[src/rtl/fpu_mult_pkg.sv]
// Shared definitions for the FP multiplier dispatch slice: FSM state encoding,
// round-mode codes and default sizing.
package fpu_mult_pkg;

    localparam int FPU_W_DEF       = 32;
    localparam int FPU_DEPTH_DEF   = 4;
    localparam int FPU_TIMEOUT_DEF = 255;
    localparam int FPU_TO_W_DEF    = 8;

    typedef enum logic [2:0] {
        ST_IDLE  = 3'd0,
        ST_LOAD  = 3'd1,
        ST_WAIT  = 3'd2,
        ST_DONE  = 3'd3,
        ST_FLUSH = 3'd4
    } disp_state_e;

    localparam logic [1:0] RND_NEAREST = 2'b00;
    localparam logic [1:0] RND_POS_INF = 2'b01;
    localparam logic [1:0] RND_NEG_INF = 2'b10;
    localparam logic [1:0] RND_ZERO    = 2'b11;

endpackage

[src/rtl/fpu_op_fifo.sv]
// Small synchronous FIFO holding {round, y, x} operand bundles ahead of the
// multiplier. Pointers carry one extra wrap bit to tell full from empty.
module fpu_op_fifo #(
    parameter int DW    = 66,
    parameter int DEPTH = 4
) (
    input  logic          clk,
    input  logic          rst,
    input  logic          push,
    input  logic          pop,
    input  logic [DW-1:0] din,
    output logic          full,
    output logic          empty,
    output logic [DW-1:0] dout
);
    localparam int AW = $clog2(DEPTH);

    logic [DW-1:0] r_mem [DEPTH];
    logic [AW:0]   r_wr_ptr;
    logic [AW:0]   r_rd_ptr;
    logic          w_push;
    logic          w_pop;

    assign empty = (r_wr_ptr == r_rd_ptr);
    assign full  = (r_wr_ptr[AW] != r_rd_ptr[AW]) && (r_wr_ptr[AW-1:0] == r_rd_ptr[AW-1:0]);
    assign dout  = r_mem[r_rd_ptr[AW-1:0]];

    // A pop frees the head slot in the same cycle, so a push into a full FIFO is fine then.
    assign w_pop  = pop & ~empty;
    assign w_push = push & (~full | w_pop);

    always_ff @(posedge clk) begin
        if (w_push) begin
            r_mem[r_wr_ptr[AW-1:0]] <= din;
        end
    end

    always_ff @(posedge clk) begin
        if (rst) begin
            r_wr_ptr <= '0;
            r_rd_ptr <= '0;
        end else begin
            if (w_push) r_wr_ptr <= r_wr_ptr + (AW+1)'(1);
            if (w_pop)  r_rd_ptr <= r_rd_ptr + (AW+1)'(1);
        end
    end

endmodule

[src/rtl/fpu_mult_dispatch.sv]
// Issue stage for the FP multiplier: operand FIFO, one-at-a-time handshake FSM,
// watchdog and result register. Optional sticky flags under FPU_DISPATCH_STICKY_EN.
module fpu_mult_dispatch
    import fpu_mult_pkg::*;
#(
    parameter int W       = FPU_W_DEF,
    parameter int DEPTH   = FPU_DEPTH_DEF,
    parameter int TIMEOUT = FPU_TIMEOUT_DEF,
    parameter int TO_W    = FPU_TO_W_DEF
) (
    input  logic         clk,
    input  logic         rst,
    input  logic         in_valid,
    output logic         in_ready,
    input  logic [W-1:0] in_x,
    input  logic [W-1:0] in_y,
    input  logic [1:0]   in_round,
    output logic         mult_beg,
    output logic         mult_rst_fsm,
    output logic [W-1:0] mult_x,
    output logic [W-1:0] mult_y,
    output logic [1:0]   mult_round,
    input  logic         mult_ready,
    input  logic [W-1:0] mult_result,
    input  logic         mult_ovf,
    input  logic         mult_unf,
    output logic         out_valid,
    input  logic         out_ready,
    output logic [W-1:0] out_result,
    output logic         out_ovf,
    output logic         out_unf,
    output logic         out_timeout,
`ifdef FPU_DISPATCH_STICKY_EN
    input  logic         sticky_clr,
    output logic         sticky_ovf,
    output logic         sticky_unf,
    output logic         sticky_to,
`endif
    output logic         busy
);
    localparam int              DW       = 2 * W + 2;
    localparam logic [TO_W-1:0] TO_LIMIT = TO_W'(TIMEOUT);

    disp_state_e     r_state;
    logic [W-1:0]    r_op_x;
    logic [W-1:0]    r_op_y;
    logic [1:0]      r_op_round;
    logic            r_mult_beg;
    logic            r_mult_rst_fsm;
    logic [TO_W-1:0] r_wd_cnt;
    logic            r_flush_cnt;
    logic            r_out_valid;
    logic [W-1:0]    r_out_result;
    logic            r_out_ovf;
    logic            r_out_unf;
    logic            r_out_timeout;

    logic            w_full;
    logic            w_empty;
    logic            w_push;
    logic            w_pop;
    logic [DW-1:0]   w_fifo_dout;
    logic            w_wait_ready;
    logic            w_wait_expire;

    assign w_push = in_valid & ~w_full;
    // Never issue while a result is still waiting for the consumer.
    assign w_pop  = (r_state == ST_IDLE) & ~w_empty & ~r_out_valid;

    assign w_wait_ready  = (r_state == ST_WAIT) & mult_ready;
    assign w_wait_expire = (r_state == ST_WAIT) & ~mult_ready & (r_wd_cnt == TO_LIMIT);

    fpu_op_fifo #(
        .DW    (DW),
        .DEPTH (DEPTH)
    ) u_fifo (
        .clk   (clk),
        .rst   (rst),
        .push  (w_push),
        .pop   (w_pop),
        .din   ({in_round, in_y, in_x}),
        .full  (w_full),
        .empty (w_empty),
        .dout  (w_fifo_dout)
    );

    always_ff @(posedge clk) begin
        if (rst) begin
            r_state        <= ST_IDLE;
            r_op_x         <= '0;
            r_op_y         <= '0;
            r_op_round     <= '0;
            r_mult_beg     <= 1'b0;
            r_mult_rst_fsm <= 1'b0;
            r_wd_cnt       <= '0;
            r_flush_cnt    <= 1'b0;
            r_out_valid    <= 1'b0;
            r_out_result   <= '0;
            r_out_ovf      <= 1'b0;
            r_out_unf      <= 1'b0;
            r_out_timeout  <= 1'b0;
        end else begin
            r_mult_beg     <= 1'b0;
            r_mult_rst_fsm <= 1'b0;
            if (r_out_valid && out_ready) begin
                r_out_valid <= 1'b0;
            end
            case (r_state)
                ST_IDLE: begin
                    if (w_pop) begin
                        {r_op_round, r_op_y, r_op_x} <= w_fifo_dout;
                        r_mult_beg <= 1'b1;
                        r_state    <= ST_LOAD;
                    end
                end
                ST_LOAD: begin
                    r_wd_cnt <= '0;
                    r_state  <= ST_WAIT;
                end
                ST_WAIT: begin
                    // Ready is checked first so it wins over a simultaneous expiry.
                    if (w_wait_ready) begin
                        r_out_result   <= mult_result;
                        r_out_ovf      <= mult_ovf;
                        r_out_unf      <= mult_unf;
                        r_out_timeout  <= 1'b0;
                        r_out_valid    <= 1'b1;
                        r_mult_rst_fsm <= 1'b1;
                        r_state        <= ST_DONE;
                    end else if (w_wait_expire) begin
                        r_out_result   <= '0;
                        r_out_ovf      <= 1'b0;
                        r_out_unf      <= 1'b0;
                        r_out_timeout  <= 1'b1;
                        r_out_valid    <= 1'b1;
                        r_mult_rst_fsm <= 1'b1;
                        r_state        <= ST_DONE;
                    end else begin
                        r_wd_cnt <= r_wd_cnt + TO_W'(1);
                    end
                end
                ST_DONE: begin
                    r_flush_cnt <= 1'b0;
                    r_state     <= ST_FLUSH;
                end
                ST_FLUSH: begin
                    // Give the multiplier two cycles to drop ready, then move on anyway.
                    if (!mult_ready || r_flush_cnt) begin
                        r_state <= ST_IDLE;
                    end else begin
                        r_flush_cnt <= 1'b1;
                    end
                end
                default: r_state <= ST_IDLE;
            endcase
        end
    end

`ifdef FPU_DISPATCH_STICKY_EN
    logic r_sticky_ovf;
    logic r_sticky_unf;
    logic r_sticky_to;

    always_ff @(posedge clk) begin
        if (rst) begin
            r_sticky_ovf <= 1'b0;
            r_sticky_unf <= 1'b0;
            r_sticky_to  <= 1'b0;
        end else begin
            r_sticky_ovf <= (r_sticky_ovf & ~sticky_clr) | (w_wait_ready & mult_ovf);
            r_sticky_unf <= (r_sticky_unf & ~sticky_clr) | (w_wait_ready & mult_unf);
            r_sticky_to  <= (r_sticky_to  & ~sticky_clr) | w_wait_expire;
        end
    end

    assign sticky_ovf = r_sticky_ovf;
    assign sticky_unf = r_sticky_unf;
    assign sticky_to  = r_sticky_to;
`endif

    assign in_ready     = ~w_full;
    assign mult_beg     = r_mult_beg;
    assign mult_rst_fsm = r_mult_rst_fsm;
    assign mult_x       = r_op_x;
    assign mult_y       = r_op_y;
    assign mult_round   = r_op_round;
    assign out_valid    = r_out_valid;
    assign out_result   = r_out_result;
    assign out_ovf      = r_out_ovf;
    assign out_unf      = r_out_unf;
    assign out_timeout  = r_out_timeout;
    assign busy         = (r_state != ST_IDLE) | ~w_empty;

endmodule

[config.mk]
export PLATFORM = sky130hd
export DESIGN_NAME = fpu_mult_dispatch
export DESIGN_NICKNAME = d
export VERILOG_FILES = /design/src/rtl/fpu_mult_pkg.sv /design/src/rtl/fpu_op_fifo.sv /design/src/rtl/fpu_mult_dispatch.sv
export SDC_FILE = /design/constraint.sdc
export NUM_CORES = 1
export LEC_CHECK = 0
export BUFFER_PORTS_ARGS = -buffer_cell sky130_fd_sc_hd__buf_2
export CORE_MARGIN = 3
export CORE_UTILIZATION = 60
export CTS_CLUSTER_DIAMETER = 150
export DETAILED_ROUTE_END_ITERATION = 7
export PLACE_DENSITY = 0.83
export SYNTH_ARGS = -nofsm -noshare
export SYNTH_HDL_FRONTEND = slang
export SYNTH_SLANG_ARGS = --single-unit
[constraint.sdc]
create_clock -name clk -period 8.1 [get_ports clk]
set_clock_uncertainty 0.05 [all_clocks]
set_input_delay 0.405 -clock clk [delete_from_list [all_inputs] [get_ports clk]]
set_output_delay 0.405 -clock clk [all_outputs]
set_load 0.03 [all_outputs]
==> results.sh, run 1 <==
export IMPL_wire_per_inst_um=19.9
export IMPL_drc=0
export IMPL_synth_flop_cell="edfxtp_1"
export IMPL_hold_worst_slack_ns=0.0416
export IMPL_r2r_start="u_fifo.r_rd_ptr[1]$_SDFFE_PP0P_"
export IMPL_io_pins=211
export IMPL_reg2reg_depth=5
export IMPL_vias=7948
export IMPL_crit_type="reg -> reg"
export IMPL_hp_class="in -> reg"
export IMPL_ctsLongestPathBuffers=3
export IMPL_end_kind="flop"
export IMPL_hold_viol_final=0
export IMPL_whs_path_depth=1
export IMPL_rows=55
export IMPL_p_per_area_nw_per_um2=339
export IMPL_final_cells=1402
export IMPL_period_minus_slack_ns=3.18
export IMPL_dp_cells=1327
export IMPL_grt_overflow_total=0
export IMPL_fin_crit_sh=0.392
export IMPL_syn_inst=849
export IMPL_syn_avg_cell_area_sq_um=16.6
export IMPL_synthArstFlopShare=0
export IMPL_via_per_inst=5.67
export IMPL_tns_ns=0
export IMPL_path_max_fanout=70
export IMPL_cts_tree="built"
export IMPL_synthSimpleGateAreaFrac=0.0599
export IMPL_grt_pass1_wl_um=43400
export IMPL_cts_resized=0
export IMPL_holdBufCountCts=0
export IMPL_dp_hpwl_um=16100
export IMPL_fmax_mhz=315
export IMPL_synth_cell_types=52
export IMPL_drive_gt1_frac=0.324
export IMPL_antenna_found_initial=8
export IMPL_yosys_area_top_type_share=0.564
export IMPL_initial_core_util=0.616
export IMPL_grt_use_total=0.218
export IMPL_drv_slew=0
export IMPL_total_power_mw=5.59
export IMPL_crit_path_start="u_fifo.r_rd_ptr[1]$_SDFFE_PP0P_"
export IMPL_critical_path_arrival_ns=3.55
export IMPL_port_buffers=210
export IMPL_relSlewSlack=0.302
export IMPL_dieWidth_um=159
export IMPL_htree_levels=2
export IMPL_worst_pin_slew_ns=1.05
export IMPL_layout_common_cells="edfxtp_1, buf_2, nand2_1"
export IMPL_peakVddDrop_mv=0.244
export IMPL_hp_start="in_y[24]"
export IMPL_fin_util=0.723
export IMPL_insertion_delay_ns=0.52
export IMPL_yosys_warnings=0
export IMPL_wl_um=27900
export IMPL_first_global_vias=7899
export IMPL_synth_top_area_cell="edfxtp_1"
export IMPL_ys_seq_area_frac=0.737
export IMPL_final_common_cell="edfxtp_1"
export IMPL_die_area_sq_um=25300
export IMPL_synth_edf_count=264
export IMPL_syn_to_final_growth_pct=17.4
export IMPL_setup_violations=0
export IMPL_cts_sinks=386
export IMPL_core_area_sq_um=22800
export IMPL_syn_nets=960
export IMPL_synth_area_leaders="edfxtp_1, dfxtp_1, mux4_2"
export IMPL_drtIter0Drc=551
export IMPL_synth_xor_xnor_area_share=0.00667
export IMPL_grt_max_degree=87
export IMPL_syn_area_sq_um=14100
export IMPL_p_leak_nw=5.99
export IMPL_die_y_um=159
export IMPL_synth_top_family_by_area="multiplexers"
export IMPL_synth_fa_ha_area_frac=0.00534
export IMPL_start_kind="flop"
export IMPL_cts_setup_buffers=0
export IMPL_status="completed"
export IMPL_clk_pin_slew_ns=0.06
export IMPL_clock_root_buffer="clkbuf_16"
export IMPL_drtPass1Iterations=5
export IMPL_fillerInstances=1421
export IMPL_cts_made_buffers=38
export IMPL_max_cap_viol_count=0
export IMPL_synth_compound_area_share=0.0615
export IMPL_cp_data_required_time_ns=8.47
export IMPL_ant_nets=0
export IMPL_layout_nets=1165
export IMPL_synth_seq_cells=386
export IMPL_synthMuxAreaShare=0.109
export IMPL_rsz0062_at_grt="no"
export IMPL_place_gp_congestion=0.811
## per-layer routing
layer | part of all wire | wire length (um) | vias up | track usage
met5 | 0.0013 | 37 | - | 0
met4 | 0.029 | 814 | 6 | 0.0836
met3 | 0.065 | 1820 | 58 | 0.0473
met2 | 0.50 | 13900 | 308 | 0.363
met1 | 0.41 | 11300 | 3921 | 0.285
li1 | - | - | 3655 | -
## state kept, by name, summed over array words and instances, names as in the netlist, 2 cells and up
| signal | flops |
|---|---|
| u_fifo.r_mem | 264 |
| out_result | 32 |
| u_fifo.r_wr_ptr | 3 |
| r_state | 3 |
| mult_x | 32 |
| mult_round | 2 |
| r_wd_cnt | 8 |
| mult_y | 32 |
| u_fifo.r_rd_ptr | 3 |
## final timing paths
kind,end,slack (ns)
worst max-delay path,u_fifo.r_rd_ptr[1]$_SDFFE_PP0P_,4.92
worst max register to register,u_fifo.r_rd_ptr[1]$_SDFFE_PP0P_,4.92
worst min register to register,mult_x[26]$_SDFFE_PP0P_,0.40
worst min-delay path,u_fifo.r_mem[3][56]$_DFFE_PP_,0.04
## critical path: stages (launching register included)
cell and delay [ns]:
dfxtp_4 1.03, xor2_2 0.23, o311ai_4 0.83, buf_4 0.61
nand2_1 0.13, a21oi_1 0.20
## logic make-up (layout without fill, tap and decap cells)
family,count (synthesis),after routing
xor gates and xnor gates,9,9
DFF,386,386
buffers and inverters,55,289
AOI/OAI and AO/OA,133,133
and+or+nand+nor,190,190
other,0,6
muxes,70,70
adders and majority gates,6,6
## cells in the mapped netlist, types with 6 or more instances
| master | n |
|---|---|
| a21oi_1 | 76 |
| a22o_1 | 34 |
| buf_2 | 18 |
| buf_4 | 13 |
| clkbuf_1 | 15 |
| dfxtp_1 | 122 |
| edfxtp_1 | 264 |
| ha_1 | 6 |
| inv_1 | 6 |
| mux4_2 | 66 |
| nand2_1 | 142 |
| nand3_1 | 11 |
| nor2_1 | 12 |
| xnor2_1 | 6 |
## power breakdown
part	total [mW]	switching, mW	internal [mW]
logic	1.38	0.905	0.476
clock network	1.69	0.699	0.990
registers	2.52	0.165	2.36
## area by class of cell
cell class	instances	area, sq um	area share
Clock buffer	57	1070	0.0650
Tap cell	313	392	0.0237
Sequential cell	386	10400	0.628
Multi-Input combinational cell	408	3410	0.207
Inverter	6	22.5	0.00136
Timing Repair Buffer	214	1080	0.0656
Clock inverter	12	141	0.00856
Antenna cell	6	15.0	0.000909
## metrics by stage
step / area (sq um) / setup WS, ns
final: 16500 / 4.92
after global routing: 16500 / 4.64
after global placement: 15300 / 4.99
after CTS: 16500 / 4.85
after floorplan: 14100 / 5.04
after detailed placement: 15300 / 4.92
Note: power is estimated with default switching activity, not from simulation.
==> run 2: changes to the inputs <==
--- a/config.mk
+++ b/config.mk
@@ -5,12 +5,13 @@
 export SDC_FILE = /design/constraint.sdc
 export NUM_CORES = 1
 export LEC_CHECK = 0
+export ABC_AREA = 1
 export BUFFER_PORTS_ARGS = -buffer_cell sky130_fd_sc_hd__buf_2
 export CORE_MARGIN = 3
-export CORE_UTILIZATION = 60
+export CORE_UTILIZATION = 51
 export CTS_CLUSTER_DIAMETER = 150
 export DETAILED_ROUTE_END_ITERATION = 7
-export PLACE_DENSITY = 0.83
+export PLACE_DENSITY = 0.75
 export SYNTH_ARGS = -nofsm -noshare
 export SYNTH_HDL_FRONTEND = slang
 export SYNTH_SLANG_ARGS = --single-unit
==> constraint.sdc (replaced) <==
create_clock -name clk -period 2.6 [get_ports clk]
set_clock_uncertainty 0.05 [all_clocks]
set_input_delay 0.13 -clock clk [delete_from_list [all_inputs] [get_ports clk]]
set_output_delay 0.13 -clock clk [all_outputs]
set_load 0.03 [all_outputs]
==> run 2 against run 1 <==
Net effect:
- first-iteration DRC count is 54% higher
- largest power group unchanged
- cell count increased by 45%
- worst hold slack better by 0.11 ns
==> results.sh, run 2 <==
export IMPL_max_cap_viol_count=0
export IMPL_period_minus_slack_ns=1.96
export IMPL_first_global_vias=10400
export IMPL_synthSimpleGateAreaFrac=0.140
export IMPL_synthArstFlopShare=0
export IMPL_cp_data_required_time_ns=3.00
export IMPL_vias=10700
export IMPL_synth_flop_cell="edfxtp_1"
export IMPL_cts_setup_buffers=0
export IMPL_initial_core_util=0.522
export IMPL_combPwrFrac=0.329
export IMPL_path_max_fanout=81
export IMPL_grt_overflow_total=0
export IMPL_rsz0062_at_grt="no"
export IMPL_synth_compound_area_share=0.109
export IMPL_layout_nets=1728
export IMPL_worst_pin_slew_ns=0.816
export IMPL_p_leak_nw=7.04
export IMPL_synth_cell_types=33
export IMPL_insertion_delay_ns=0.52
export IMPL_slowest_stage="buf_4"
export IMPL_clock_root_buffer="clkbuf_16"
export IMPL_synth_area_leaders="edfxtp_1, dfxtp_1, nor2_1"
export IMPL_drive_gt1_frac=0.208
export IMPL_dieWidth_um=176
export IMPL_synth_edf_count=264
export IMPL_synth_most_common_cell="nor2_1"
export IMPL_synth_top_family_by_area="simple AND/OR/NAND/NOR gates"
export IMPL_start_kind="flop"
export IMPL_syn_nets=1430
export IMPL_rows=61
export IMPL_io_pins=211
export IMPL_syn_avg_cell_area_sq_um=11.1
export IMPL_core_area_sq_um=28100
export IMPL_place_ws_ns=0.668
export IMPL_yosys_warnings=0
export IMPL_dp_hpwl_um=19700
export IMPL_grt_max_degree=135
export IMPL_hp_class="in -> reg"
export IMPL_cts_made_buffers=39
export IMPL_cts_tree="built"
export IMPL_crit_type="reg -> reg"
export IMPL_ys_seq_area_frac=0.707
export IMPL_crit_chain="buf_4 -> nor2_1 -> nor2_1 -> o21ai_0 -> o21ai_1 -> o21ai_0 -> nor2_1"
export IMPL_drtPass1Iterations=5
export IMPL_relSlewSlack=0.456
export IMPL_layout_common_cells="nor2_1, edfxtp_1, o21ai_0"
export IMPL_fillerInstances=2065
export IMPL_grt_use_total=0.216
export IMPL_internal_power_mw=12.9
export IMPL_drv_slew=0
export IMPL_final_common_cell="nor2_1"
export IMPL_synth_xor_xnor_area_share=0.00307
export IMPL_ant_nets=0
export IMPL_synth_fa_ha_area_frac=0.00512
export IMPL_critical_path_arrival_ns=2.36
export IMPL_drtIter0Drc=849
export IMPL_die_y_um=176
export IMPL_hold_viol_final=0
export IMPL_slowest_delay_ns=0.64
export IMPL_crit_top_cell="nor2_1"
export IMPL_syn_area_sq_um=14700
export IMPL_end_kind="flop"
export IMPL_setup_violations=0
export IMPL_syn_to_final_growth_pct=25.9
export IMPL_cts_sinks=386
export IMPL_yosys_top_cells_count="nor2_1, edfxtp_1, o21ai_0"
export IMPL_switching_power_mw=7.45
export IMPL_fmax_mhz=511
export IMPL_port_buffers=210
export IMPL_yosys_area_top_type_share=0.540
export IMPL_cts_resized=0
export IMPL_grt_pass1_wl_um=53900
export IMPL_antenna_found_initial=2
export IMPL_pwr_share_clk=0.278
export IMPL_p_per_area_nw_per_um2=1100
export IMPL_fin_ws_ns=0.642
export IMPL_htree_levels=2
export IMPL_fin_crit_sh=0.753
export IMPL_drc=0
export IMPL_tns_ns=0
export IMPL_netSwitchingFraction=0.365
export IMPL_wl_um=33900
export IMPL_synth_seq_cells=386
export IMPL_place_gp_congestion=0.800
export IMPL_seqPwrFrac=0.393
export IMPL_wire_per_inst_um=16.7
export IMPL_clk_pin_slew_ns=0.06
export IMPL_ctsLongestPathBuffers=3
export IMPL_syn_inst=1319
export IMPL_holdBufCountCts=103
export IMPL_peakVddDrop_mv=1.13
export IMPL_via_per_inst=5.26
export IMPL_status="completed"
export IMPL_synthMuxAreaShare=0
export IMPL_largest_reg_flops=264
export IMPL_die_area_sq_um=30800
export IMPL_synth_top_area_cell="edfxtp_1"
export IMPL_r2r_slack_ns=0.64
==> run 2: cell types whose count changed after synthesis, moves of 34 or more <==
| cell | delta |
|---|---|
| mux4_2 | -66 |
| a22o_1 | -34 |
| o21ai_0 | +228 |
| nand2_1 | -66 |
| nand3_1 | +37 |
| o21ai_1 | +38 |
| nor2_1 | +317 |
==> run 2: metrics by stage <==
step	instances	total power, mW	hold slack (ns)	cell area, sq um	util
2_1_floorplan	1319	12.9	0.179	14700	-
3_3_place_gp	1851	14.5	0.293	16100	0.573
3_5_place_dp	1851	14.7	0.297	16100	0.573
4_1_cts	2026	20.5	0.151	18500	0.657
5_1_grt	2028	21.6	0.178	18500	0.657
6_report	2029	20.4	0.155	18500	0.657
==> run 2: worst paths after layout <==
path / from / endpoint / cells past startpoint
worst min-delay path: rst / u_fifo.r_rd_ptr[0]$_SDFFE_PP0P_ / 4
worst max register to register: u_fifo.r_rd_ptr[0]$_SDFFE_PP0P_ / mult_round[0]$_SDFFE_PP0P_ / 7
worst min register to register: mult_y[10]$_SDFFE_PP0P_ / mult_y[10]$_SDFFE_PP0P_ / 2
worst max-delay path: u_fifo.r_rd_ptr[0]$_SDFFE_PP0P_ / mult_round[0]$_SDFFE_PP0P_ / 7
==> run 2: per-layer routing <==
metal  routed length (um)  global-route usage
met1                14100               0.278
met2                16500               0.367
met3                 2420              0.0465
met4                  850              0.0680
met5                    0                   0
==> run 2: power groups by stage <==
stage / Combinational (mW) / Clock, mW / Sequential, mW
after floorplan: 3.67 / 0 / 9.19
final: 6.71 / 5.67 / 8.01
after global placement: 6.43 / 0 / 8.12
after CTS: 6.72 / 5.79 / 8.01
after detailed placement: 6.55 / 0 / 8.14
after global routing: 7.45 / 6.03 / 8.10
==> run 2: cell families (layout without fill, tap and decap cells) <==
family / count (synthesis) / count (layout)
buffers and inverters: 109 / 438
XOR/XNOR: 3 / 3
AO/OA/AOI/OAI: 319 / 319
AND/OR/NAND/NOR: 496 / 496
adder cells (fa/ha/maj): 6 / 6
other: 0 / 3
flip-flops: 386 / 386
==> run 2: worst max-delay path, delay by kind of cell, from the launching register on <==
family                 cells  cell delay [ns]
flip-flops                 1             0.39
AND/OR/NAND/NOR            3             0.41
buffers and inverters      1             0.64
AO/OA/AOI/OAI              3             0.36
==> run 2: final cells by class <==
type | instances | area (sq um) | area share
inverters | 29 | 114 | 0.00617
multi-input cells | 824 | 3820 | 0.207
well taps | 378 | 473 | 0.0256
diodes | 3 | 7.51 | 0.000407
clock buffers | 54 | 1090 | 0.0592
clock inverters | 18 | 229 | 0.0124
flip-flops and latches | 386 | 10400 | 0.562
repair buffers | 337 | 2350 | 0.127
==> run 3: changes to the inputs <==
--- a/config.mk
+++ b/config.mk
@@ -5,7 +5,7 @@
 export SDC_FILE = /design/constraint.sdc
 export NUM_CORES = 1
 export LEC_CHECK = 0
-export ABC_AREA = 1
+export ABC_AREA = 0
 export BUFFER_PORTS_ARGS = -buffer_cell sky130_fd_sc_hd__buf_2
 export CORE_MARGIN = 3
 export CORE_UTILIZATION = 51
==> constraint.sdc (replaced) <==
create_clock -name clk -period 1.75 [get_ports clk]
set_clock_uncertainty 0.05 [all_clocks]
set_input_delay 0.0875 -clock clk [delete_from_list [all_inputs] [get_ports clk]]
set_output_delay 0.0875 -clock clk [all_outputs]
set_load 0.03 [all_outputs]
==> run 3 against run 2 <==
Net effect:
- the run now ends with negative setup slack left
- critical path depth up 1
- global-route usage down 0.48 points
- combinational power up 38%
- utilization up 5.2 points
- sequential power up 45%
- via count down 17%
- non-clock buffer count up 57
- first-iteration DRC count down 25%
- maximum frequency up 4.5%
- critical endpoint is now mult_x[14]$_SDFFE_PP0P_
- largest cell class unchanged
==> results.sh, run 3 (synthesis results as in run 1) <==
export IMPL_relSlewSlack=0.615
export IMPL_insertion_delay_ns=0.53
export IMPL_critical_path_arrival_ns=2.26
export IMPL_dp_hpwl_um=18200
export IMPL_reg2reg_depth=8
export IMPL_cp_data_required_time_ns=2.14
export IMPL_wire_per_inst_um=21.1
export IMPL_final_common_cell="edfxtp_1"
export IMPL_p_leak_nw=7.14
export IMPL_hold_path_end="u_fifo.r_wr_ptr[0]$_SDFFE_PP0P_"
export IMPL_final_cells=1607
export IMPL_core_area_sq_um=27000
export IMPL_vias=8848
export IMPL_p_per_area_nw_per_um2=1510
export IMPL_period_minus_slack_ns=1.87
export IMPL_fin_ws_ns=-0.123
export IMPL_cts_sinks=386
export IMPL_drtPass1Iterations=5
export IMPL_clock_root_buffer="clkbuf_16"
export IMPL_rr_endpoint="mult_x[14]$_SDFFE_PP0P_"
export IMPL_die_area_sq_um=29600
export IMPL_grt_use_total=0.211
export IMPL_status="finished, violations left"
export IMPL_r2r_slack_ns=-0.12
export IMPL_layout_common_cells="edfxtp_1, buf_2, nand2_1"
export IMPL_worst_pin_slew_ns=0.578
export IMPL_hold_worst_slack_ns=0.189
export IMPL_port_buffers=210
export IMPL_placed_area_sq_um=16000
export IMPL_clk_pin_slew_ns=0.06
export IMPL_peakVddDrop_mv=1.36
export IMPL_fillerInstances=1704
export IMPL_io_pins=211
export IMPL_layout_nets=1347
export IMPL_rsz0062_at_grt="yes"
export IMPL_violations="negative setup slack"
export IMPL_n_antenna_cell=0
export IMPL_r2r_start="u_fifo.r_wr_ptr[0]$_SDFFE_PP0P_"
export IMPL_die_y_um=172
export IMPL_fmax_mhz=534
export IMPL_tns_ns=-8.48
export IMPL_ctsLongestPathBuffers=3
export IMPL_via_per_inst=5.51
export IMPL_cts_tree="built"
export IMPL_dp_cells=1404
export IMPL_final_area_sq_um=19200
export IMPL_antenna_found_initial=0
export IMPL_path_max_fanout=17
export IMPL_hp_class="in -> reg"
export IMPL_initial_core_util=0.521
export IMPL_crit_type="reg -> reg"
export IMPL_max_cap_viol_count=0
export IMPL_setup_violations=249
export IMPL_hold_viol_final=0
export IMPL_drive_gt1_frac=0.389
export IMPL_largest_reg_flops=264
export IMPL_first_global_vias=8716
export IMPL_cts_made_buffers=39
export IMPL_drtIter0Drc=640
export IMPL_grt_pass1_wl_um=47900
export IMPL_syn_to_final_growth_pct=36.2
export IMPL_whs_path_depth=5
export IMPL_fin_crit_sh=1.07
export IMPL_drv_slew=0
export IMPL_grt_overflow_total=0
export IMPL_ant_nets=0
export IMPL_wl_um=34000
export IMPL_rows=60
export IMPL_crit_path_start="u_fifo.r_wr_ptr[0]$_SDFFE_PP0P_"
export IMPL_dieWidth_um=172
export IMPL_hp_start="in_valid"
export IMPL_grt_max_degree=47
export IMPL_end_kind="flop"
export IMPL_place_gp_congestion=0.789
export IMPL_htree_levels=2
export IMPL_start_kind="flop"
export IMPL_drc=0
export IMPL_total_power_mw=29.0
run 3: cell count changes in the layout (fill, tap and decap cells not counted), sizes merged, moves of 5 or more:
cell / change
nand3: -39
nor2: -347
a21oi: +32
inv: -23
a22o: +34
nand2: +64
clkbuf: +9
mux4: +66
xnor2: +5
o21ai: -266
buf: +45
run 3: where the power goes:
part	internal, mW	switching [mW]
logic	3.93	5.32
clock network	4.84	3.35
registers	10.9	0.676
total	19.7	9.34
run 3: area by class of cell:
class                           instances  area (sq um)  area share
Tap cell                              341           427      0.0223
Inverter                                6          22.5     0.00118
Multi-Input combinational cell        409          3690       0.192
Timing Repair Buffer                  394          3360       0.175
Clock inverter                         19           194      0.0101
Sequential cell                       386         10400       0.542
Clock buffer                           52          1090      0.0567
run 3: metrics by stage:
| step | utilization | setup WS, ns |
|---|---|---|
| 6_report | 0.709 | -0.123 |
| 5_1_grt | 0.709 | -0.198 |
| 4_1_cts | 0.685 | -0.0599 |
| 3_5_place_dp | 0.593 | 0.0285 |
| 3_3_place_gp | 0.593 | 0.0673 |
| 2_1_floorplan | - | -0.215 |
run 3: worst max-delay path, cell delays in order, from the launching register on:
cell,delay [ns]
dfxtp_4,0.36
buf_12,0.12
xor2_4,0.18
buf_6,0.13
o311ai_4,0.24
buf_6,0.22
clkbuf_16,0.22
nand2_1,0.08
a21oi_1,0.19
run 3: worst max path at each step:
stage                                       to  slack, ns  depth (start not counted)
5_1_grt                mult_x[14]$_SDFFE_PP0P_      -0.20                          8
4_1_cts                                   busy      -0.06                          4
3_3_place_gp   u_fifo.r_rd_ptr[0]$_SDFFE_PP0P_       0.07                          6
2_1_floorplan     u_fifo.r_mem[1][0]$_DFFE_PP_      -0.21                          4
6_report               mult_x[14]$_SDFFE_PP0P_      -0.12                          8
3_5_place_dp           mult_x[16]$_SDFFE_PP0P_       0.03                          6
run 3: layer usage:
| metal | GRT usage | routed length (um) | part of all wire | vias up |
|---|---|---|---|---|
| met5 | 0 | 0 | 0 | - |
| met4 | 0.0587 | 571 | 0.017 | 0 |
| met3 | 0.0400 | 2350 | 0.069 | 45 |
| met2 | 0.373 | 17400 | 0.51 | 332 |
| met1 | 0.269 | 13600 | 0.40 | 4431 |
| li1 | - | - | - | 4040 |
run 3: what timing repair did:
item,4_1_cts,5_1_grt
setup endpoints to repair,4,259
setup buffers,5,6
hold endpoints to repair,310,0
hold buffers,103,0
pin swaps,9,31
gates cloned,2,16
gates resized for setup,19,71
